### config.mk
export PLATFORM = sky130hd
export DESIGN_NAME = io_frame_mux
export DESIGN_NICKNAME = d
export VERILOG_FILES = /design/src/rtl/io_frame_mux_pkg.sv /design/src/rtl/io_frame_phase_ctr.sv /design/src/rtl/io_frame_mux.sv
export SDC_FILE = /design/constraint.sdc
export NUM_CORES = 1
export LEC_CHECK = 0
export ABC_AREA = 1
export CAP_MARGIN = 20
export CORE_ASPECT_RATIO = 0.8
export CORE_MARGIN = 2
export CORE_UTILIZATION = 44
export CTS_CLUSTER_DIAMETER = 40
export DETAILED_ROUTE_END_ITERATION = 8
export PLACE_DENSITY = 0.82
export SYNTH_ARGS = -nofsm -noshare
export SYNTH_HDL_FRONTEND = slang
export SYNTH_SLANG_ARGS = --single-unit
export TNS_END_PERCENT = 20
### constraint.sdc
create_clock -name clock -period 2 [get_ports clock]
set_clock_uncertainty 0.15 [all_clocks]
set_input_delay 0.2 -clock clock [delete_from_list [all_inputs] [get_ports clock]]
set_output_delay 0.2 -clock clock [all_outputs]
set_load 0.02 [all_outputs]
### src/rtl/io_frame_mux_pkg.sv
// Shared constants for the IO frame multiplexer: phase-0 word layout and bank packing.
// Latency: n/a (constants and a constant function only).
// Backpressure: n/a.
//
// Contents: phase-0 bit positions, banks carried per RAM phase, reset pad word,
// and a ceiling-divide helper used to size the number of RAM phases.
package io_frame_mux_pkg;

   localparam int PAD_W           = 8;
   localparam int MARKER_BIT      = 7;
   localparam int ROM_CMD_BIT     = 6;
   localparam int SYNC_BIT        = 5;
   localparam int DATA_EN_BIT     = 4;
   localparam int DATA_LSB        = 0;
   localparam int DATA_FIELD_W    = 4;
   localparam int TEST_PIN        = 4;
   localparam int BANKS_PER_PHASE = 7;

   localparam logic [PAD_W-1:0] RESET_WORD = 8'h80;

   function automatic int ceil_div(input int num, input int den);
      return (num + den - 1) / den;
   endfunction

endpackage

### src/rtl/io_frame_phase_ctr.sv
// Frame phase counter with halt gating; produces cpu_en and the phase-0 strobe.
// Latency: strobes are combinational from the phase register and halt.
// Backpressure: halt freezes the counter and suppresses both strobes.
//
// Ports:
//   clock, reset_n : clock, async active-low reset
//   halt           : freeze the counter while high
//   phase          : current frame phase, 0..FRAME_LEN-1
//   cpu_en         : high in the last phase when not halted
//   phase0_stb     : high in phase 0 when not halted (edge ending phase 0)
module io_frame_phase_ctr
   import io_frame_mux_pkg::*;
#(
   parameter int FRAME_LEN = 2,
   parameter int PH_W      = 1
) (
   input  logic            clock,
   input  logic            reset_n,
   input  logic            halt,
   output logic [PH_W-1:0] phase,
   output logic            cpu_en,
   output logic            phase0_stb
);

   localparam logic [PH_W-1:0] LAST_PHASE = PH_W'(FRAME_LEN - 1);

   logic last_phase;

   assign last_phase = (phase == LAST_PHASE);

   always_ff @(posedge clock or negedge reset_n) begin
      if (!reset_n) begin
         phase <= '0;
      end else if (!halt) begin
         phase <= last_phase ? '0 : phase + PH_W'(1);
      end
   end

   // A halted last phase does not pulse; the pulse is taken on release.
   assign cpu_en     = last_phase & ~halt;
   assign phase0_stb = (phase == '0) & ~halt;

endmodule

### src/rtl/io_frame_mux.sv
// Time-multiplexes a snapshot of CPU bus outputs onto 8 pads and samples CPU inputs back.
// Latency: CPU outputs captured in the cpu_en cycle appear on pad_out the next cycle (phase 0).
// Backpressure: halt freezes phase, snapshot and input registers; pad_out holds, cpu_en is 0.
//
// Optional feature: define IO_FRAME_MUX_PARITY_EN to append a parity phase carrying the
// XOR of every pad bit sent earlier in the frame; cpu_en then moves to that phase.
//
// Ports:
//   clock, reset_n          : clock, async active-low reset
//   halt                    : freeze framing
//   cpu_data_o, cpu_data_en : CPU data bus out and its drive enable
//   cpu_sync, cpu_rom_cmd   : CPU cycle sync and ROM command
//   cpu_ram_cmd_n           : CPU RAM bank selects, active-low
//   pad_in / pad_out        : chip input pins / multiplexed chip output pins
//   cpu_en                  : CPU clock enable, one pulse per frame
//   cpu_data_i, cpu_test    : registered CPU data-in and test input
module io_frame_mux
   import io_frame_mux_pkg::*;
#(
   parameter int DATA_W    = 4,
   parameter int NUM_BANKS = 4
) (
   input  logic                 clock,
   input  logic                 reset_n,
   input  logic                 halt,
   input  logic [DATA_W-1:0]    cpu_data_o,
   input  logic                 cpu_data_en,
   input  logic                 cpu_sync,
   input  logic                 cpu_rom_cmd,
   input  logic [NUM_BANKS-1:0] cpu_ram_cmd_n,
   input  logic [PAD_W-1:0]     pad_in,
   output logic [PAD_W-1:0]     pad_out,
   output logic                 cpu_en,
   output logic [DATA_W-1:0]    cpu_data_i,
   output logic                 cpu_test
);

   localparam int RAM_PHASES = ceil_div(NUM_BANKS, BANKS_PER_PHASE);
`ifdef IO_FRAME_MUX_PARITY_EN
   localparam int PAR_PHASES = 1;
`else
   localparam int PAR_PHASES = 0;
`endif
   localparam int FRAME_LEN  = 1 + RAM_PHASES + PAR_PHASES;
   localparam int PH_W       = $clog2(FRAME_LEN);
   localparam int RAM_BITS   = RAM_PHASES * BANKS_PER_PHASE;

   logic [PH_W-1:0] phase;
   logic            phase0_stb;

   // Snapshot of CPU outputs, taken on the cpu_en edge and replayed over the next frame.
   logic [DATA_W-1:0]    snap_data;
   logic                 snap_data_en;
   logic                 snap_sync;
   logic                 snap_rom_cmd;
   logic [NUM_BANKS-1:0] snap_ram_n;

   logic [RAM_BITS-1:0]             ram_pad;
   logic [PAD_W-1:0]                hdr_word;
   logic [FRAME_LEN-1:0][PAD_W-1:0] words;

   // Only the data lanes and the test pin are sampled from the pads.
   logic unused_pad;
   assign unused_pad = &{1'b0, pad_in};

   io_frame_phase_ctr #(
      .FRAME_LEN (FRAME_LEN),
      .PH_W      (PH_W)
   ) u_phase_ctr (
      .clock      (clock),
      .reset_n    (reset_n),
      .halt       (halt),
      .phase      (phase),
      .cpu_en     (cpu_en),
      .phase0_stb (phase0_stb)
   );

   always_ff @(posedge clock or negedge reset_n) begin
      if (!reset_n) begin
         snap_data    <= '0;
         snap_data_en <= 1'b0;
         snap_sync    <= 1'b0;
         snap_rom_cmd <= 1'b0;
         snap_ram_n   <= '1;
      end else if (cpu_en) begin
         snap_data    <= cpu_data_o;
         snap_data_en <= cpu_data_en;
         snap_sync    <= cpu_sync;
         snap_rom_cmd <= cpu_rom_cmd;
         snap_ram_n   <= cpu_ram_cmd_n;
      end
   end

   // The chip drives its answer during phase 0; capture it as that phase ends.
   always_ff @(posedge clock or negedge reset_n) begin
      if (!reset_n) begin
         cpu_data_i <= '0;
         cpu_test   <= 1'b0;
      end else if (phase0_stb) begin
         cpu_data_i <= pad_in[DATA_W-1:0];
         cpu_test   <= pad_in[TEST_PIN];
      end
   end

   // Frame words are built purely from the snapshot, so pad_out has no input-to-output path.
   always_comb begin
      // Unused bank slots in the last RAM phase read as deselected (1).
      ram_pad                  = '1;
      ram_pad[NUM_BANKS-1:0]   = snap_ram_n;

      hdr_word                         = '0;
      hdr_word[MARKER_BIT]             = 1'b1;
      hdr_word[ROM_CMD_BIT]            = snap_rom_cmd;
      hdr_word[SYNC_BIT]               = snap_sync;
      hdr_word[DATA_EN_BIT]            = snap_data_en;
      hdr_word[DATA_LSB +: DATA_W]     = snap_data;

      words    = '0;
      words[0] = hdr_word;
      for (int k = 0; k < RAM_PHASES; k++) begin
         words[k+1] = {1'b0, ram_pad[k*BANKS_PER_PHASE +: BANKS_PER_PHASE]};
      end
   end

`ifdef IO_FRAME_MUX_PARITY_EN
   logic                            par_bit;
   logic [FRAME_LEN-1:0][PAD_W-1:0] frame_words;

   always_comb begin
      par_bit = 1'b0;
      for (int k = 0; k < FRAME_LEN - 1; k++) begin
         par_bit = par_bit ^ (^words[k]);
      end
      frame_words                = words;
      frame_words[FRAME_LEN-1]   = {{(PAD_W-1){1'b0}}, par_bit};
   end
`else
   logic [FRAME_LEN-1:0][PAD_W-1:0] frame_words;

   assign frame_words = words;
`endif

   always_comb begin
      pad_out = frame_words[0];
      for (int i = 1; i < FRAME_LEN; i++) begin
         if (phase == PH_W'(i)) begin
            pad_out = frame_words[i];
         end
      end
   end

endmodule

After elaboration in Yosys (flattened, before gate mapping)
Index checks and enable logic that the tools add are counted.
{ "word_totals": {"regBits": 17, "in_bits": 22, "word_cells": 15} }
{ "classes": {"addsub": 1, "n_mux": 2, "bitwise": 4} }
{ "op_table": {"columns": ["operator", "n"], "rows": [
  ["8-bit 2-to-1 mux", 1],
  ["1-bit AND", 2],
  ["1-bit inverter", 2],
  ["1-bit adder, second input constant", 1],
  ["1-bit 2-to-1 mux", 1]
]} }

Depth between registers and ports, before layout
Gate-level depths: netlist of run 1.
{ "depth": {"depth_word": 2, "ltp_mapped": 6} }

Hierarchy
A second synthesis of run 1 with hierarchy kept.
{ "hier_totals": {"hier_cells": 92, "hier_area_um2": 735.7} }
{ "by_module_without_submodules": {"columns": ["module", "n_inst", "cells_each", "area_each_um2"], "rows": [
  ["io_frame_mux", 1, 84, 679.4],
  ["io_frame_phase_ctr", 1, 8, 56.3]
]} }

Worst setup path before layout of run 1
No wires, ideal clock.
{ "synth_timing": {"kind": "register to output", "from": "register u_phase_ctr.phase", "to": "output pad_out[0]", "t_arrival_ns": 0.920, "required_ns": 1.650, "path_slack_ns": 0.730, "stages_incl_launch_ff": 5, "n_path_buf": 1, "path_cell_list": "dfrtp_1 -> buf_6 -> inv_1 -> nand2_1 -> nand2_1"} }
{ "synth_between": {"elab_chain_cells": 1} }
{ "synth_rtl": {"columns": ["item", "line", "text"], "rows": [
  ["start, declared", "io_frame_phase_ctr.sv:20", "output logic [PH_W-1:0] phase,"],
  ["start signal, assigned", "io_frame_phase_ctr.sv:35", "phase <= last_phase ? '0 : phase + PH_W'(1);"],
  ["8-bit 2-to-1 mux", "io_frame_mux.sv:146", "if (phase == PH_W'(i)) begin"],
  ["end, declared", "io_frame_mux.sv:32", "output logic [PAD_W-1:0] pad_out,"]
]} }
Every way passes these cells.

Final worst setup path of run 1
{ "layout_timing": {"from": "register u_phase_ctr.phase", "to": "output pad_out[7]"} }
Same word-level chain as after synthesis.

==> results by stage, run 1 <==
Yosys:
- The most used flip-flop cell after synthesis is sky130_fd_sc_hd__dfrtp_1.
- The mean cell area of the mapped netlist is 9.26 um2.
- In this run, synthesis produced a sequential element count of 17.
- The number of different library cells used by synthesis comes to 16.
- Among all cell types in the netlist, the one instantiated most often is sky130_fd_sc_hd__nand2_1.
- During synthesis, Yosys emitted a total of 0 warnings.
- The gate count of the mapped netlist is 92.
- Of the synthesized area, sequential elements account for 50.5%.
- Counting instances in the post-synthesis netlist gives the leading cell types as sky130_fd_sc_hd__nand2_1 (26), sky130_fd_sc_hd__nand2_2 (18), sky130_fd_sc_hd__dfrtp_1 (13), sky130_fd_sc_hd__nand3_1 (11).
- Counting flops with an async set or reset pin after synthesis yields a share of 100%.
- In this run, synthesis inferred 0 flip-flops with an integrated enable.
- By area the synthesized netlist is led by sky130_fd_sc_hd__dfrtp_1 (38%), sky130_fd_sc_hd__nand2_2 (13%), sky130_fd_sc_hd__dfstp_2 (12%).
- The net count after synthesis is 114.
- The largest total area in the synthesized netlist belongs to sky130_fd_sc_hd__dfrtp_1.
- The area fraction of the dominant cell type after synthesis is 38.2%.
- The area of the mapped netlist is 852 um2.

Clock network:
- The number of buffers on the longest clock path is 2.
- CTS placed an instance of sky130_fd_sc_hd__clkbuf_4 at the clock tree root.
- The clock buffer count from CTS is 3.
- CTS saw 17 sinks.
- In this run the number of H-tree levels came out at 1.
- Clock latency on the worst-skew pair, taken at its later pin, is 0.27 ns.
- The setup fix buffers added after clock tree synthesis is 0.
- The clock-pin slew on the worst setup and hold paths is 0.09 ns.
- The number of hold buffers added after CTS was 0.
- The clock tree from TritonCTS is done.

Detailed routing:
- Dividing the detail-routed wire length by the instance count gives 11.6 um.
- The routed wire length is 1760 um.
- The number of vias per cell after detailed routing is 4.66.
- The pre-antenna-repair detailed-routing pass consisted of 4 iterations.
- For this block, the initial DRC count from the detailed router was 16.
- The final routed DRC violation total is 0.
- Once detail routing completed, the nets flagged for antenna violations numbered 0.
- Detailed routing inserted a total of 709 vias.

Worst setup path:
- The worst register-to-register path begins at u_phase_ctr.phase$_DFFE_PN0N_.
- The endpoint identified for the worst register-to-register timing path is snap_data[2]$_DFFE_PN0P_.
- In this run the worst path has a maximum fanout of 11.
- For the worst setup path, the data required time is 1.65 ns.
- The element type at the critical path start is a register.
- The worst setup path is captured at a primary output.
- The worst register-to-register path has a depth of 5.
- STA puts the critical path data arrival time at 1.54 ns.
- The critical path is of the register to primary output type.
- The setup check on the worst reg-to-reg path leaves a slack of 0.69 ns.

Die:
- From left edge to right edge, the die measures 53.2 um.
- The area of the die is 2310 um2.
- The initial utilization of the core area, before any placement, comes to 45.9%.
- From bottom edge to top edge, the die measures 43.4 um.
- After floorplanning, the core was sized to cover 1860 um2.
- In this run the core area contains 14 standard-cell rows.
- The number of top-level pins is 36.

Final layout:
- The number of filler cells placed in the layout is 176.
- The storage element area is 432 um2.
- In the final layout, the multi-input gates occupy 335 um2.
- The net count of the finished layout is 151.
- The post-synthesis to final-layout area growth is 42.1%.
- 0 antenna diodes ended up in the layout.
- In the final layout, the share of cells above drive strength 1 is 29.7%.

Hold path:
- The type of the most critical hold path is input pin to async pin.

STA:
- Setup repair after global routing left no endpoint under its margin.
- The normalized max-slew margin is 84.8%.
- The slew at the pin with the worst max-slew slack is 0.227 ns.
- For this run, the top clock speed supported by timing is 528 MHz.
- The final number of hold-violating endpoints is 0.
- The final critical path time including I/O delays and setup is 1.89 ns.
- The worst hold margin is 0.103 ns.
- The count of final setup violators is 0.
- The share of the cycle needed by the critical path after routing is 94.7%.
- The max-slew violation total from the final report is 0.
- In the final timing run, aggregate negative setup slack is 0 ns.

Power:
- The areal power density over the cells is 1500 nW/um2.
- VDD sags by at most 979 uV.
- The analysis attributes to cell leakage a power of 0.619 nW.

Placed design:
- The global placement routability congestion is 0.745.
- Buffers placed on the I/O ports in this run total 32.
- The wire-length estimate of the detail-placed layout is 1300 um.

Global routing:
- Global routing used 16.7% of the available tracks.
- The via count of the first global-routing pass was 655.
- The maximum number of pins on one net before global-route repair is 18.
- The number of antenna violations at the first check in global routing came to 0.
- For this run the aggregate overflow at the end of global routing stands at 0.
- The global-route wire length before repair is 2810 um.

Outcome:
- The flow ran to the end, and the final reports show no timing, DRC or antenna violations.

Job:
- The number of maximum-capacitance constraint violations is 0.
[through the flow]
stage / cell area (um2) / instances / total power [mW] / worst slack, ns / util [%]
final: 1210 / 152 / 1.82 / 0.106 / 65.2
after global routing: 1210 / 152 / 1.96 / 0.0402 / 65.2
after CTS: 1200 / 152 / 1.85 / 0.00316 / 64.6
after detailed placement: 1170 / 148 / 1.69 / 0.204 / 63.3
after global placement: 1170 / 148 / 1.66 / 0.204 / 63.3
after floorplan: 852 / 92 / 1.31 / 0.730 / -
[metal layers]
metal | share of wire [%] | track usage [%]
met5 | 0 | 0
met2 | 44 | 26.2
met4 | 1.0 | 4.62
met3 | 8.0 | 4.83
met1 | 47 | 22.7
[power by group]
part | internal, mW | switching, mW
clock | 0.0771 | 0.0980
combinational | 0.453 | 0.527
sequential | 0.538 | 0.124
[worst max-delay path, stage by stage, from the launching register on]
cell and delay, ns:
sky130_fd_sc_hd__dfrtp_2 0.48, sky130_fd_sc_hd__inv_1 0.16, sky130_fd_sc_hd__clkdlybuf4s50_1 0.63
[sequential cells by signal, summed over array words and instances, names as in the netlist]
name and cells:
cpu_data_i 4, snap_data 4, snap_ram_n 4, cpu_test 1, snap_data_en 1, snap_rom_cmd 1
snap_sync 1, u_phase_ctr.phase 1
[cell families after synthesis]
| family | share of synthesized area, % |
|---|---|
| AND/OR/NAND/NOR | 35.4 |
| flip-flops | 50.5 |
| buffers and inverters | 10.1 |
| AO/OA/AOI/OAI | 2.94 |
| XOR/XNOR | 1.03 |
[repair_timing]
action | in CTS | in global routing
gates resized for setup | 4 | 5
endpoints found under the setup margin | 5 | 5
hold endpoints to repair | 0 | 0
[layout by cell type (no fill, tap or decap)]
| master | Yosys | layout |
|---|---|---|
| sky130_fd_sc_hd__clkbuf_1 | 0 | 1 |
| sky130_fd_sc_hd__dfstp_2 | 4 | 4 |
| sky130_fd_sc_hd__nand3_1 | 11 | 11 |
| sky130_fd_sc_hd__buf_4 | 1 | 6 |
| sky130_fd_sc_hd__nand2_1 | 26 | 26 |
| sky130_fd_sc_hd__clkdlybuf4s50_1 | 0 | 24 |
| sky130_fd_sc_hd__xnor2_1 | 1 | 1 |
| sky130_fd_sc_hd__dfrtp_2 | 0 | 1 |
| sky130_fd_sc_hd__inv_1 | 2 | 2 |
| sky130_fd_sc_hd__dlygate4sd2_1 | 0 | 3 |
| sky130_fd_sc_hd__o21ai_0 | 1 | 1 |
| sky130_fd_sc_hd__dfrtp_1 | 13 | 12 |
| sky130_fd_sc_hd__dlymetal6s2s_1 | 0 | 5 |
| sky130_fd_sc_hd__nor2_2 | 1 | 1 |
| sky130_fd_sc_hd__o21ai_1 | 4 | 4 |
| sky130_fd_sc_hd__nand2_4 | 1 | 1 |
| sky130_fd_sc_hd__clkbuf_4 | 0 | 3 |
| sky130_fd_sc_hd__or2_2 | 3 | 3 |
| sky130_fd_sc_hd__inv_4 | 1 | 1 |
| sky130_fd_sc_hd__nand2_2 | 18 | 18 |
[layout make-up]
type	count	share of cell area, %
tap	24	2.48
inverter	3	1.14
multi-input combinational	66	27.7
clock buffer	4	2.17
timing repair buffer	38	30.9
sequential	17	35.6
[worst max-delay path by stage]
stage,to,startpoint,slack (ns)
after floorplan,pad_out[0],u_phase_ctr.phase$_DFFE_PN0N_,0.73
after global placement,cpu_en,u_phase_ctr.phase$_DFFE_PN0N_,0.20
after detailed placement,cpu_en,u_phase_ctr.phase$_DFFE_PN0N_,0.20
after CTS,pad_out[2],u_phase_ctr.phase$_DFFE_PN0N_,0.003
after global routing,pad_out[7],u_phase_ctr.phase$_DFFE_PN0N_,0.04
final,pad_out[7],u_phase_ctr.phase$_DFFE_PN0N_,0.11
No activity file was read; power rests on OpenSTA's default activity.
==> inputs of run 2 (changes only) <==
--- a/config.mk
+++ b/config.mk
@@ -13,6 +13,7 @@
 export CTS_CLUSTER_DIAMETER = 40
 export DETAILED_ROUTE_END_ITERATION = 8
 export PLACE_DENSITY = 0.82
+export SKIP_CTS_REPAIR_TIMING = 1
 export SYNTH_ARGS = -nofsm -noshare
 export SYNTH_HDL_FRONTEND = slang
 export SYNTH_SLANG_ARGS = --single-unit
==> constraint.sdc (replaced) <==
create_clock -name clock -period 2.5 [get_ports clock]
set_clock_uncertainty 0.15 [all_clocks]
set_input_delay 0.25 -clock clock [delete_from_list [all_inputs] [get_ports clock]]
set_output_delay 0.25 -clock clock [all_outputs]
set_load 0.02 [all_outputs]
==> results by stage, run 2 (synthesized netlist as in run 1, its figures left out) <==
Power:
- Combinational logic burns 53.0% of the power.
- The fraction of power spent switching nets is 40.9%.
- Overall power consumption after layout is estimated at 1.46 mW.
- In this run, the clock network consumes 10.0% of the power.
- The analysis attributes to net switching a power of 597 uW.
- The internal power of the cells totals 861 uW.
- Per report_power, the sequential group accounts for 37.0% of the total.
- The peak ir drop on the vdd network is 667 uV.
- The leakage component of the power is 0.554 nW.
- Dividing total power by cell area gives a power density of 1240 nW/um2.

STA:
- The worst path needs 2.24 ns of the cycle, external delays included.
- In this run the tightest slew margin relative to its limit is 50.7%.
- In the finished design, the share of the clock period the worst path needs comes to 89.8%.
- The final number of hold-violating endpoints is 0.
- The worst-case setup margin in the final layout is 0.256 ns.
- Setup violations remaining at the end of the flow were counted as 0.
- Across all hold checks on the routed design, the worst slack comes to 0.231 ns.
- The max-slew violation total from the final report was 0.
- Setup repair after global routing left no endpoint under its margin.
- For the pin with the worst max-slew slack, the measured transition is 0.737 ns.
- The final setup TNS is 0 ns.
- The highest achievable clock rate is 446 MHz.

Job:
- The number of maximum-capacitance constraint violations is 0.

Final layout:
- The count of nets after finishing is 147.
- The largest registers in the layout are cpu_data_i (4), snap_data (4), snap_ram_n (4).
- Measured on the finished design, the core utilization comes to 63.1%.
- In the final layout, the share of cells above drive strength 1 is 27.4%.
- The post-synthesis to final-layout area growth is 37.6%.
- The number of inserted diodes is 0.
- The number of filler cells placed in the layout is 182.
- Leaving out fill and tap cells, the most frequent cells in the layout are sky130_fd_sc_hd__clkdlybuf4s50_1 (32), sky130_fd_sc_hd__nand2_1 (26), sky130_fd_sc_hd__nand2_2 (18).
- The leading cell type in the layout, fill and taps excluded is sky130_fd_sc_hd__clkdlybuf4s50_1.

Worst setup path:
- The cell with the largest stage delay on the worst path is sky130_fd_sc_hd__dfrtp_1.
- The startpoint-to-endpoint class of the critical path is register to primary output.
- The worst reg2reg path startpoint is u_phase_ctr.phase$_DFFE_PN0N_.
- The family with the most delay on the worst path is buffers and inverters.
- The element type at the critical path start is a register.
- The worst endpoint data arrival time is 1.84 ns.
- Traced cell by cell, the critical path runs through nand2_4, inv_1, clkdlybuf4s50_1.
- The endpoint type of the worst setup path is a primary output.
- The critical-path maximum fanout is 16.
- The worst setup slack for register-to-register paths is 1.12 ns.
- The critical path buffer and inverter count is 2.
- The maximum single-stage delay on the critical path is 0.65 ns.
- The required arrival time at the worst endpoint is 2.10 ns.
- The worst reg2reg path depth is 4.
- The endpoint identified for the worst register-to-register timing path is cpu_data_i[2]$_DFFE_PN0P_.

Die:
- For this configuration, the core starts out at a cell density of 45.9%.
- The number of top-level pins is 36.
- The height of the die is 43.4 um.
- The chip width is 53.2 um.
- The initialized floorplan defines 14 standard-cell rows.
- The area of the die is 2310 um2.
- The area inside the core boundary is 1860 um2.

Global routing:
- Global routing finished with a remaining overflow of 0.
- The global-route wire length before repair is 2860 um.
- The number of antenna violations at the first check in global routing is 0.
- The maximum number of pins on one net before global-route repair is 18.
- The total routing resource utilization after global routing is 17.2%.
- The via count of the first global-routing pass is 674.

Detailed routing:
- The routed design uses 732 um of met2 wire.
- The count of antenna-violating nets left after detailed routing is 0.
- Detailed routing placed a total of 134 um of wire on met3.
- For this block, the initial DRC count from the detailed router was 14.
- In the routed design, unresolved DRC markers number 0.
- Dividing the detail-routed via count by the number of cells gives 4.63.
- The routed metal-1 wire length is 739 um.
- The highest routed metal layer is met4.
- The detailed-route via count is 685.
- Dividing the detail-routed wire length by the instance count gives 11.2 um.
- The first-pass iteration count of the detailed router is 4.
- The routed design has 1650 um of wire.

Clock network:
- In this run the number of H-tree levels came out at 1.
- TritonCTS built the clock tree.
- For the worst-skew pair, the clock arrives at the later sink with an insertion delay of 0.28 ns.
- TritonCTS created 3 clock buffers.
- The clock passes through at most 2 buffers.
- Clock-pin slew was measured on the worst setup and hold paths at 0.10 ns.
- The number of clock sinks is 17.
- The root buffer selected by CTS is sky130_fd_sc_hd__clkbuf_4.

Placed design:
- The global placement routability congestion is 0.668.
- The wire-length estimate of the detail-placed layout is 1230 um.
- Before CTS, the worst setup slack after placement is 0.390 ns.
- In this run the tool buffered the top-level ports with 32 buffer cells.

Hold path:
- The type of the most critical hold path is input pin to async pin.

Outcome:
- The run finished with clean final reports.
-- run 2: cell count changes in the layout (fill, tap and decap cells not counted), sizes merged --
cell	delta
clkbuf	-1
dlygate4sd2	-3
clkinv	+1
buf	-4
dlymetal6s2s	-5
clkdlybuf4s50	+8
-- run 2: layout make-up --
class                      count  area (um2)  area share [%]
inverter                       3        13.8            1.17
timing repair buffer          34         335            28.6
clock buffer                   3        22.5            1.92
tap                           24        30.0            2.56
multi-input combinational     66         335            28.6
sequential                    17         430            36.7
clock inverter                 1        5.00           0.427
-- run 2: power by group through the flow --
stage,Sequential (mW),Clock (mW),Combinational [mW]
after global routing,0.560,0.166,0.844
final,0.540,0.146,0.772
after CTS,0.540,0.154,0.784
after floorplan,0.546,0,0.499
after global placement,0.541,0,0.769
after detailed placement,0.542,0,0.782
-- run 2: worst register-to-register path, cell delays in order, from the launching register on --
cell and delay [ns]:
sky130_fd_sc_hd__dfrtp_1 0.65, sky130_fd_sc_hd__buf_4 0.28, sky130_fd_sc_hd__nor2_2 0.08, sky130_fd_sc_hd__nand2_1 0.06, sky130_fd_sc_hd__nand2_1 0.05
-- run 2: metal layers --
layer	track usage, %	vias to the layer above
met5	0	-
met1	21.9	309
met3	4.14	4
met4	10.8	0
li1	-	348
met2	26.4	24
-- run 2: worst max path at each step --
stage	start	end	slack [ns]	depth (start not counted)
after floorplan	u_phase_ctr.phase$_DFFE_PN0N_	pad_out[0]	1.18	4
after global placement	halt	cpu_en	0.40	5
after detailed placement	halt	cpu_en	0.39	5
after CTS	u_phase_ctr.phase$_DFFE_PN0N_	cpu_en	0.23	3
after global routing	u_phase_ctr.phase$_DFFE_PN0N_	pad_out[0]	0.13	4
final	u_phase_ctr.phase$_DFFE_PN0N_	cpu_en	0.26	3
-- run 2: through the flow --
stage | cells | instance area (um2)
after floorplan | 92 | 852
after global placement | 144 | 1140
after detailed placement | 144 | 1140
after CTS | 148 | 1170
after global routing | 148 | 1170
final | 148 | 1170
